$ cat src/rtl/clk_div_ctrl_if.sv
// Ratio-request handshake between config/CSR logic and clk_div_ctrl.
// master = requester, slave = divider controller.
interface clk_div_ctrl_if #(
   parameter int CNT_W = 8
);
   logic             div_req_valid;
   logic [CNT_W:0]   div_req_ratio;
   logic             div_req_ready;
   logic             div_err;

   modport master (
      output div_req_valid,
      output div_req_ratio,
      input  div_req_ready,
      input  div_err
   );

   modport slave (
      input  div_req_valid,
      input  div_req_ratio,
      output div_req_ready,
      output div_err
   );
endinterface

$ cat src/rtl/clk_div_ctrl.sv
// Run-time controller for the divided clock; ratio changes and stops
// land on period boundaries. Optional macro: CLK_DIV_CTRL_ODD_EN.
module clk_div_ctrl #(
   parameter int CNT_W   = 8,
   parameter int DEF_DIV = 6
) (
   input  logic           clk,
   input  logic           rst,
   input  logic           en,
   clk_div_ctrl_if.slave  req,
   output logic           clk_div,
   output logic           div_active,
   output logic [CNT_W:0] cur_ratio
);

   typedef enum logic [1:0] {
      IDLE,
      RUN,
      PEND
   } state_t;

   localparam logic [CNT_W:0] DEF_R = (CNT_W+1)'(DEF_DIV);

   state_t           state_q, state_d;
   logic [CNT_W-1:0] cnt_q, cnt_d;
   logic [CNT_W:0]   shadow_q, shadow_d;
   logic [CNT_W:0]   ratio_d;
   logic             clk_d;
   logic             err_q, err_d;
   logic             active_d;

   logic [CNT_W:0]   r;
   logic             legal;
   logic             ready;
   logic             acc;
   logic [CNT_W-1:0] hi_lim;
   logic [CNT_W-1:0] lo_lim;
   logic [CNT_W-1:0] lim;
   logic             wrap;
   logic             pb;

   assign r      = req.div_req_ratio;
   assign hi_lim = cur_ratio[CNT_W:1] - {{(CNT_W-1){1'b0}}, 1'b1};

`ifdef CLK_DIV_CTRL_ODD_EN
   // odd N: low phase gets the extra cycle; all-ones would overflow cnt
   assign legal  = (r[CNT_W:1] != '0) && (r != '1);
   assign lo_lim = cur_ratio[CNT_W:1]
                 - {{(CNT_W-1){1'b0}}, ~cur_ratio[0]};
`else
   assign legal  = (r[CNT_W:1] != '0) && !r[0];
   assign lo_lim = hi_lim;
`endif

   assign ready = (state_q != PEND);
   assign acc   = req.div_req_valid && ready;
   assign lim   = clk_div ? hi_lim : lo_lim;
   assign wrap  = (cnt_q == lim);
   assign pb    = clk_div && wrap;

   assign req.div_req_ready = ready;
   assign req.div_err       = err_q;

   // next-state, counter and output decode
   always_comb begin
      state_d  = state_q;
      cnt_d    = cnt_q;
      clk_d    = clk_div;
      ratio_d  = cur_ratio;
      shadow_d = shadow_q;
      err_d    = acc && !legal;
      unique case (state_q)
         IDLE: begin
            cnt_d = '0;
            clk_d = 1'b0;
            if (acc && legal) ratio_d = r;
            if (en) state_d = RUN;
         end
         RUN: begin
            cnt_d = wrap ? '0 : cnt_q + 1'b1;
            clk_d = wrap ? ~clk_div : clk_div;
            if (pb && !en) begin
               state_d = IDLE;
               if (acc && legal) ratio_d = r;
            end else if (acc && legal) begin
               state_d  = PEND;
               shadow_d = r;
            end
         end
         PEND: begin
            cnt_d = wrap ? '0 : cnt_q + 1'b1;
            clk_d = wrap ? ~clk_div : clk_div;
            if (pb) begin
               ratio_d = shadow_q;
               state_d = en ? RUN : IDLE;
            end
         end
         default: state_d = IDLE;
      endcase
      active_d = (state_d != IDLE);
   end

   // state and datapath registers
   always_ff @(posedge clk) begin
      if (rst) begin
         state_q    <= IDLE;
         cnt_q      <= '0;
         clk_div    <= 1'b0;
         cur_ratio  <= DEF_R;
         shadow_q   <= DEF_R;
         err_q      <= 1'b0;
         div_active <= 1'b0;
      end else begin
         state_q    <= state_d;
         cnt_q      <= cnt_d;
         clk_div    <= clk_d;
         cur_ratio  <= ratio_d;
         shadow_q   <= shadow_d;
         err_q      <= err_d;
         div_active <= active_d;
      end
   end

endmodule

$ cat src/flat_wrapper.sv
// flat-port wrapper written by rule: the top's interface ports become plain ports
module clk_div_ctrl_flat 
#(
   parameter int CNT_W   = 8,
   parameter int DEF_DIV = 6
)
  (clk, rst, en, clk_div, div_active, cur_ratio, req_div_req_valid, req_div_req_ratio, req_div_req_ready, req_div_err);
  clk_div_ctrl_if #(.CNT_W(CNT_W)) req_i ();
  input  logic clk;
  input  logic rst;
  input  logic en;
  output logic clk_div;
  output logic div_active;
  output logic [CNT_W:0] cur_ratio;
  input wire logic [$bits(req_i.div_req_valid)-1:0] req_div_req_valid;
  input wire logic [$bits(req_i.div_req_ratio)-1:0] req_div_req_ratio;
  output wire logic [$bits(req_i.div_req_ready)-1:0] req_div_req_ready;
  output wire logic [$bits(req_i.div_err)-1:0] req_div_err;
  assign req_i.div_req_valid = req_div_req_valid;
  assign req_i.div_req_ratio = req_div_req_ratio;
  assign req_div_req_ready = req_i.div_req_ready;
  assign req_div_err = req_i.div_err;
  clk_div_ctrl #(.CNT_W(CNT_W), .DEF_DIV(DEF_DIV)) u_core (.clk(clk), .rst(rst), .en(en), .req(req_i), .clk_div(clk_div), .div_active(div_active), .cur_ratio(cur_ratio));
endmodule
$ cat config.mk
export PLATFORM = sky130hd
export DESIGN_NAME = clk_div_ctrl_flat
export DESIGN_NICKNAME = d
export VERILOG_FILES = /design/src/rtl/clk_div_ctrl_if.sv /design/src/rtl/clk_div_ctrl.sv /design/src/flat_wrapper.sv
export SDC_FILE = /design/constraint.sdc
export NUM_CORES = 1
export LEC_CHECK = 0
export BUFFER_PORTS_ARGS = -buffer_cell sky130_fd_sc_hd__buf_2
export CAP_MARGIN = 10
export CORE_UTILIZATION = 40
export CTS_BUF_LIST = sky130_fd_sc_hd__clkbuf_2
export CTS_CLUSTER_DIAMETER = 60
export DETAILED_ROUTE_END_ITERATION = 8
export GPL_ROUTABILITY_DRIVEN = 0
export MAX_ROUTING_LAYER = met4
export PLACE_DENSITY = 0.63
export SLEW_MARGIN = 20
export SYNTH_ARGS = -nofsm -noshare
export SYNTH_HDL_FRONTEND = slang
export SYNTH_SLANG_ARGS = --single-unit
export TNS_END_PERCENT = 10
$ cat constraint.sdc
create_clock -name clk -period 3.3 [get_ports clk]
set_input_delay 0.33 -clock clk [delete_from_list [all_inputs] [get_ports clk]]
set_output_delay 0.33 -clock clk [all_outputs]
set_load 0.01 [all_outputs]
==> impl_metrics.toml, run 1 <==
[run_status]
outcome = "complete, no violations"

[flow_run]
drv_cap = 0

[sta]
drv_slew = 0
worst_pin_slew_ns = 0.519
slew_headroom_pct = 65.3
fin_ws_ns = 0.753
rsz0062_at_grt = "false"
fin_skew_ns = 0.0201
fmax_mhz = 393
hold_viol_final = 0
setup_viol = 0
timing.final.crit_period_ns = 2.55
setup-tns-final_ns = 0
period_share_pct = 77.2

[setup_path]
critPathKind = "reg2reg"
worstPathCellList = "inv_1, ha_1, nor2b_1, or3_1, a31oi_2, and4_4, a21o_1, nand3_1, a21o_1"
startpoint_type = "flip-flop"
cp_max_fo = 9
cpPeakStageDelay_ns = 0.47
rr_worst_depth = 9
critical-path-top-delay-family = "simple AND/OR/NAND/NOR gates"
rrSetupSlack_ns = 0.75
crit_arrival_ns = 2.81
critPathBufInv = 1
end_kind = "flip-flop"
crit_top_cell = "a21o_1"
r2r-start = "u_core.cur_ratio[1]"
cp.required_ns = 3.57
slowest_stage = "dfxtp_1"
r2r_end = "u_core.cur_ratio[1]"

[routing]
drc = 0
via_count = 1555
ant_nets = 0
drtIter0Drc = 89
totalWireLength_mm = 3.94
vias_per_cell = 5.42
first_pass_iters = 4
wl_per_cell_um = 13.7

[final_layout]
fillers = 466
syn_to_final_growth_pct = 9.66
final_common_cell = "dfxtp_1"
multi_input_area_sq_um = 1110
regArea_sq_um = 621
nets = 253
layout_common_cells = "dfxtp_1 (31), buf_2 (25), a21oi_1 (22)"
antenna_cells = 0
drive_gt1_share_pct = 19.6

[clock_tree]
h-tree-depth = 2
clk_latency_ns = 0.37
post_cts_resized = 0
cts_buffers = 5
cts_hold_buf = 0
cts_tree = "built"
clkTransAtPathRegs_ns = 0.17
postCtsSetupBuffers = 0
ctsLongestPathBuffers = 2
clock_sinks = 31
cts_root_buf = "clkbuf_2"

[die]
fp.dieW_um = 69.6
dieArea_sq_um = 4840
die_h_um = 69.6
rows = 24
ios = 26
core-area_sq_um = 4380
initial_utilization_pct = 41.7

[place]
dp_hpwl_mm = 2.95
place_ws_ns = 0.756
io_buffer_count = 25

[synthesis]
postSynthNetCount = 230
ys_async_sr_fraction_pct = 0
synth-seq-cells = 31
ys.flop_type = "dfxtp_1"
yosysTopAreaCell = "dfxtp_1"
synth_top_area_share_pct = 34.0
synth-seq-area-share_pct = 34.0
avgSynthCellArea_sq_um = 8.66
yosys_warnings = 0
synthTopCellsByArea = "dfxtp_1 (34%), mux2i_1 (9.3%), a21oi_1 (6.0%)"
ys_types = 49
synth_edf_count = 0
syn_area_sq_um = 1830
synth_cells = 211

[min_path]
hp-start = "req_div_req_ratio[3]"
hold_path_class = "in2reg"
min_path_cells = 3
min_to = "u_core.shadow_q[3]"

[power_and_ir_drop]
p_leak_nw = 0.816
p_per_area_nw_per_um2 = 398
total_power_mw = 0.797
max-vdd-ir-drop_v = 0.000200

[grt]
grtUsageTotal_pct = 18.6
grt_start_max_net_pins = 28
grt.overflow.total = 0
grt_pass1_vias = 1494
antenna_found_initial = 0
grt_pass1_wl_mm = 6.98
## per-stage QoR
step	hold WS [ns]	instance area, sq um	utilization, %	instances
5_1_grt	0.193	2000	45.7	287
2_1_floorplan	0.463	1830	-	211
4_1_cts	0.196	2000	45.7	287
3_5_place_dp	0.489	1960	44.8	279
3_3_place_gp	0.475	1960	44.8	279
6_report	0.212	2000	45.7	287
## how the worst max path moves through the flow
stage	to	from	slack (ns)	cells after the start
2_1_floorplan	u_core.shadow_q[4]	u_core.cur_ratio[1]	0.89	11
3_3_place_gp	u_core.cur_ratio[2]	u_core.cur_ratio[1]	0.85	9
3_5_place_dp	u_core.cur_ratio[1]	u_core.cur_ratio[1]	0.76	9
4_1_cts	u_core.cur_ratio[6]	u_core.cur_ratio[1]	0.73	9
5_1_grt	u_core.cur_ratio[4]	u_core.cur_ratio[1]	0.43	9
6_report	u_core.cur_ratio[1]	u_core.cur_ratio[1]	0.75	9
## final cells by class
cell class	count	area share, %
tap	52	3.25
sequential	31	31.0
timing repair buffer	26	6.62
inverter	8	1.50
clock inverter	3	0.750
multi-input combinational	162	55.7
clock buffer	5	1.25
## registers in the layout, indices dropped and copies added (netlist names)
register and flops:
u_core.cnt_q 8, u_core.cur_ratio 9, u_core.clk_div 1, u_core.req.div_err 1, u_core.shadow_q 9, u_core.div_active 1
u_core.state_q 2
## layer usage
metal	GRT usage [%]	share of wire, %	vias to the layer above
li1	-	-	806
met1	24.3	51	719
met2	27.8	45	26
met3	4.80	2.9	4
met5	-	0	-
met4	6.12	0.91	0
## power by group
| group | switching, mW | internal (mW) |
|---|---|---|
| Clock | 0.136 | 0.0472 |
| Sequential | 0.0262 | 0.396 |
| Combinational | 0.111 | 0.0812 |
## cells by family (layout without fill, tap and decap cells)
logic type	after synthesis	in the layout	synth area share, %
fa+ha+maj	6	6	4.11
mux	17	17	9.31
flops	31	31	34.0
simple gates	72	72	21.6
compound gates	55	55	20.3
xor+xnor	12	12	5.75
buf+inv	18	42	5.00
## cells in the mapped netlist, types with 2 or more instances
library cell	instances
o21ai_0	4
mux2i_1	17
a31oi_1	4
nor2b_1	6
buf_6	3
a21o_1	3
o22ai_1	2
nand2_1	12
xor2_1	5
dfxtp_1	31
nand4_1	2
nor3_1	6
inv_1	8
o21bai_1	2
nor2_1	18
nor4_1	3
ha_1	6
a21oi_1	22
xnor2_1	7
o21ai_1	2
a211oi_1	8
clkbuf_1	6
nand3_1	8
## worst min-delay path, stage by stage
cell and delay [ns]:
buf_2 0.09, mux2i_1 0.06, nor2_1 0.08
No activity file was read; power rests on OpenSTA's default activity.
==> inputs of run 2 (changes only) <==
--- a/config.mk
+++ b/config.mk
@@ -13,7 +13,7 @@
 export DETAILED_ROUTE_END_ITERATION = 8
 export GPL_ROUTABILITY_DRIVEN = 0
 export MAX_ROUTING_LAYER = met4
-export PLACE_DENSITY = 0.63
+export PLACE_DENSITY = 0.65
 export SLEW_MARGIN = 20
 export SYNTH_ARGS = -nofsm -noshare
 export SYNTH_HDL_FRONTEND = slang
==> constraint.sdc (replaced) <==
create_clock -name clk -period 2.3 [get_ports clk]
set_input_delay 0.23 -clock clk [delete_from_list [all_inputs] [get_ports clk]]
set_output_delay 0.23 -clock clk [all_outputs]
set_load 0.01 [all_outputs]
==> run 2 against run 1 <==
Effect of this change: global-route usage down 0.48 points; worst setup slack worse by 0.59 ns; final cell count up 2.1%; design area up 4.3%; worst hold slack worse by 0.11 ns; die area unchanged; critical path depth unchanged; utilization up 2.0 points; sequential share of layout area down 1.0 points; clock skew down 0.0025 ns.
==> impl_metrics.toml, run 2 (same netlist as run 1, synthesis figures left out) <==
[run_status]
outcome = "complete, no violations"

[final_layout]
top_regs = "u_core.cur_ratio (9), u_core.shadow_q (9), u_core.cnt_q (8)"
syn_to_final_growth_pct = 14.4
antenna_cells = 0
fin_cells = 293
layout_common_cells = "dfxtp_1 (29), buf_2 (25), a21oi_1 (22)"
final_common_cell = "dfxtp_1"
drive_gt1_share_pct = 24.1
nets = 259

[setup_path]
rr_worst_depth = 9
cpPeakStageDelay_ns = 0.38
worstPathCellList = "inv_1, ha_2, nor2b_1, or3_1, a31oi_2, and4_4, a31o_4, buf_4, o221ai_1"
startpoint_type = "flip-flop"
cp_max_fo = 12
crit_arrival_ns = 2.41
critPathKind = "reg2reg"
slowest_stage = "dfxtp_4"
cp.depth = 9
critical-path-top-delay-family = "simple AND/OR/NAND/NOR gates"
critPathBufInv = 2
end_kind = "flip-flop"
cp.required_ns = 2.57

[clock_tree]
cts_tree = "built"
cts_hold_buf = 0
ctsLongestPathBuffers = 2
clkTransAtPathRegs_ns = 0.18
clock_sinks = 31
cts_root_buf = "clkbuf_2"
cts_buffers = 5
h-tree-depth = 2
clk_latency_ns = 0.37

[power_and_ir_drop]
max-vdd-ir-drop_v = 0.000320
p_leak_nw = 0.858
p_per_area_nw_per_um2 = 620

[routing]
drtIter0Drc = 65
wl_met1_mm = 2.06
highest_layer = "met4"
first_pass_iters = 4
vias_per_cell = 5.57
totalWireLength_mm = 4.11
wl_met3_um = 171
wl_met2_mm = 1.82
drc = 0
via_count = 1633
ant_nets = 0
wl_per_cell_um = 14.0

[die]
core-area_sq_um = 4380
initial_utilization_pct = 41.7
fp.dieW_um = 69.6
ios = 26
dieArea_sq_um = 4840
rows = 24
die_h_um = 69.6

[sta]
setup_viol = 0
hold_viol_final = 0
period_share_pct = 93.1
fmax_mhz = 467
timing.final.crit_period_ns = 2.14
setup-tns-final_ns = 0
fin_skew_ns = 0.0175
slew_headroom_pct = 65.3
rsz0062_at_grt = "false"
drv_slew = 0
worst_pin_slew_ns = 0.518

[grt]
grtUsageTotal_pct = 18.1
antenna_found_initial = 0
grt_start_max_net_pins = 28
grt.overflow.total = 0
grt_pass1_vias = 1452
grt_pass1_wl_mm = 6.83

[min_path]
hold_path_class = "in2reg"
min_path_cells = 3

[place]
dp.cells = 282
io_buffer_count = 25
dp_hpwl_mm = 3.04

[flow_run]
drv_cap = 0
run 2: what timing repair did:
action,CTS,global route
setup endpoints to repair,0,19
gates resized for setup,0,2
buffers inserted,0,2
run 2: per-stage QoR:
| stage | cell area [sq um] | utilization (%) | setup slack (ns) | total power, mW | hold slack (ns) |
|---|---|---|---|---|---|
| 4_1_cts | 2060 | 47.0 | 0.0145 | 1.29 | 0.0776 |
| 3_5_place_dp | 1990 | 45.4 | 0.0349 | 0.900 | 0.485 |
| 6_report | 2090 | 47.7 | 0.160 | 1.30 | 0.0998 |
| 5_1_grt | 2090 | 47.7 | 0.0107 | 1.37 | 0.0704 |
| 2_1_floorplan | 1830 | - | 0.00733 | 0.819 | 0.374 |
| 3_3_place_gp | 1990 | 45.4 | 0.0727 | 0.895 | 0.474 |
run 2: power by group:
group	switching (mW)	total, mW	internal (mW)
clock	0.205	0.389	0.184
combinational	0.173	0.302	0.129
sequential	0.0368	0.604	0.568
total	0.415	1.30	0.880
run 2: final cells by class:
| type | instances | area (sq um) |
|---|---|---|
| fillers | 432 | 2290 |
| well taps | 52 | 65.1 |
| multi-input cells | 163 | 1130 |
| inverters | 8 | 30.0 |
| repair buffers | 31 | 170 |
| clock buffers | 5 | 25.0 |
| clock inverters | 3 | 43.8 |
| flip-flops and latches | 31 | 626 |
run 2: tightest hold or removal path, delay by kind of cell:
| family | cells | cell delay (ns) |
|---|---|---|
| buffers and inverters | 1 | 0.10 |
| muxes | 1 | 0.06 |
| and+or+nand+nor | 1 | 0.07 |
run 2: routing by layer:
metal,vias up,track usage (%)
met1,765,24.7
met3,9,4.51
met5,-,-
met4,0,7.48
met2,37,25.2
li1,822,-
run 2: worst paths after layout:
kind	from	to	slack, ns
max	u_core.cur_ratio[1]	u_core.div_active	0.16
min	req_div_req_ratio[5]	u_core.shadow_q[5]	0.1
max reg2reg	u_core.cur_ratio[1]	u_core.div_active	0.16
min reg2reg	u_core.cnt_q[7]	u_core.cnt_q[7]	0.52
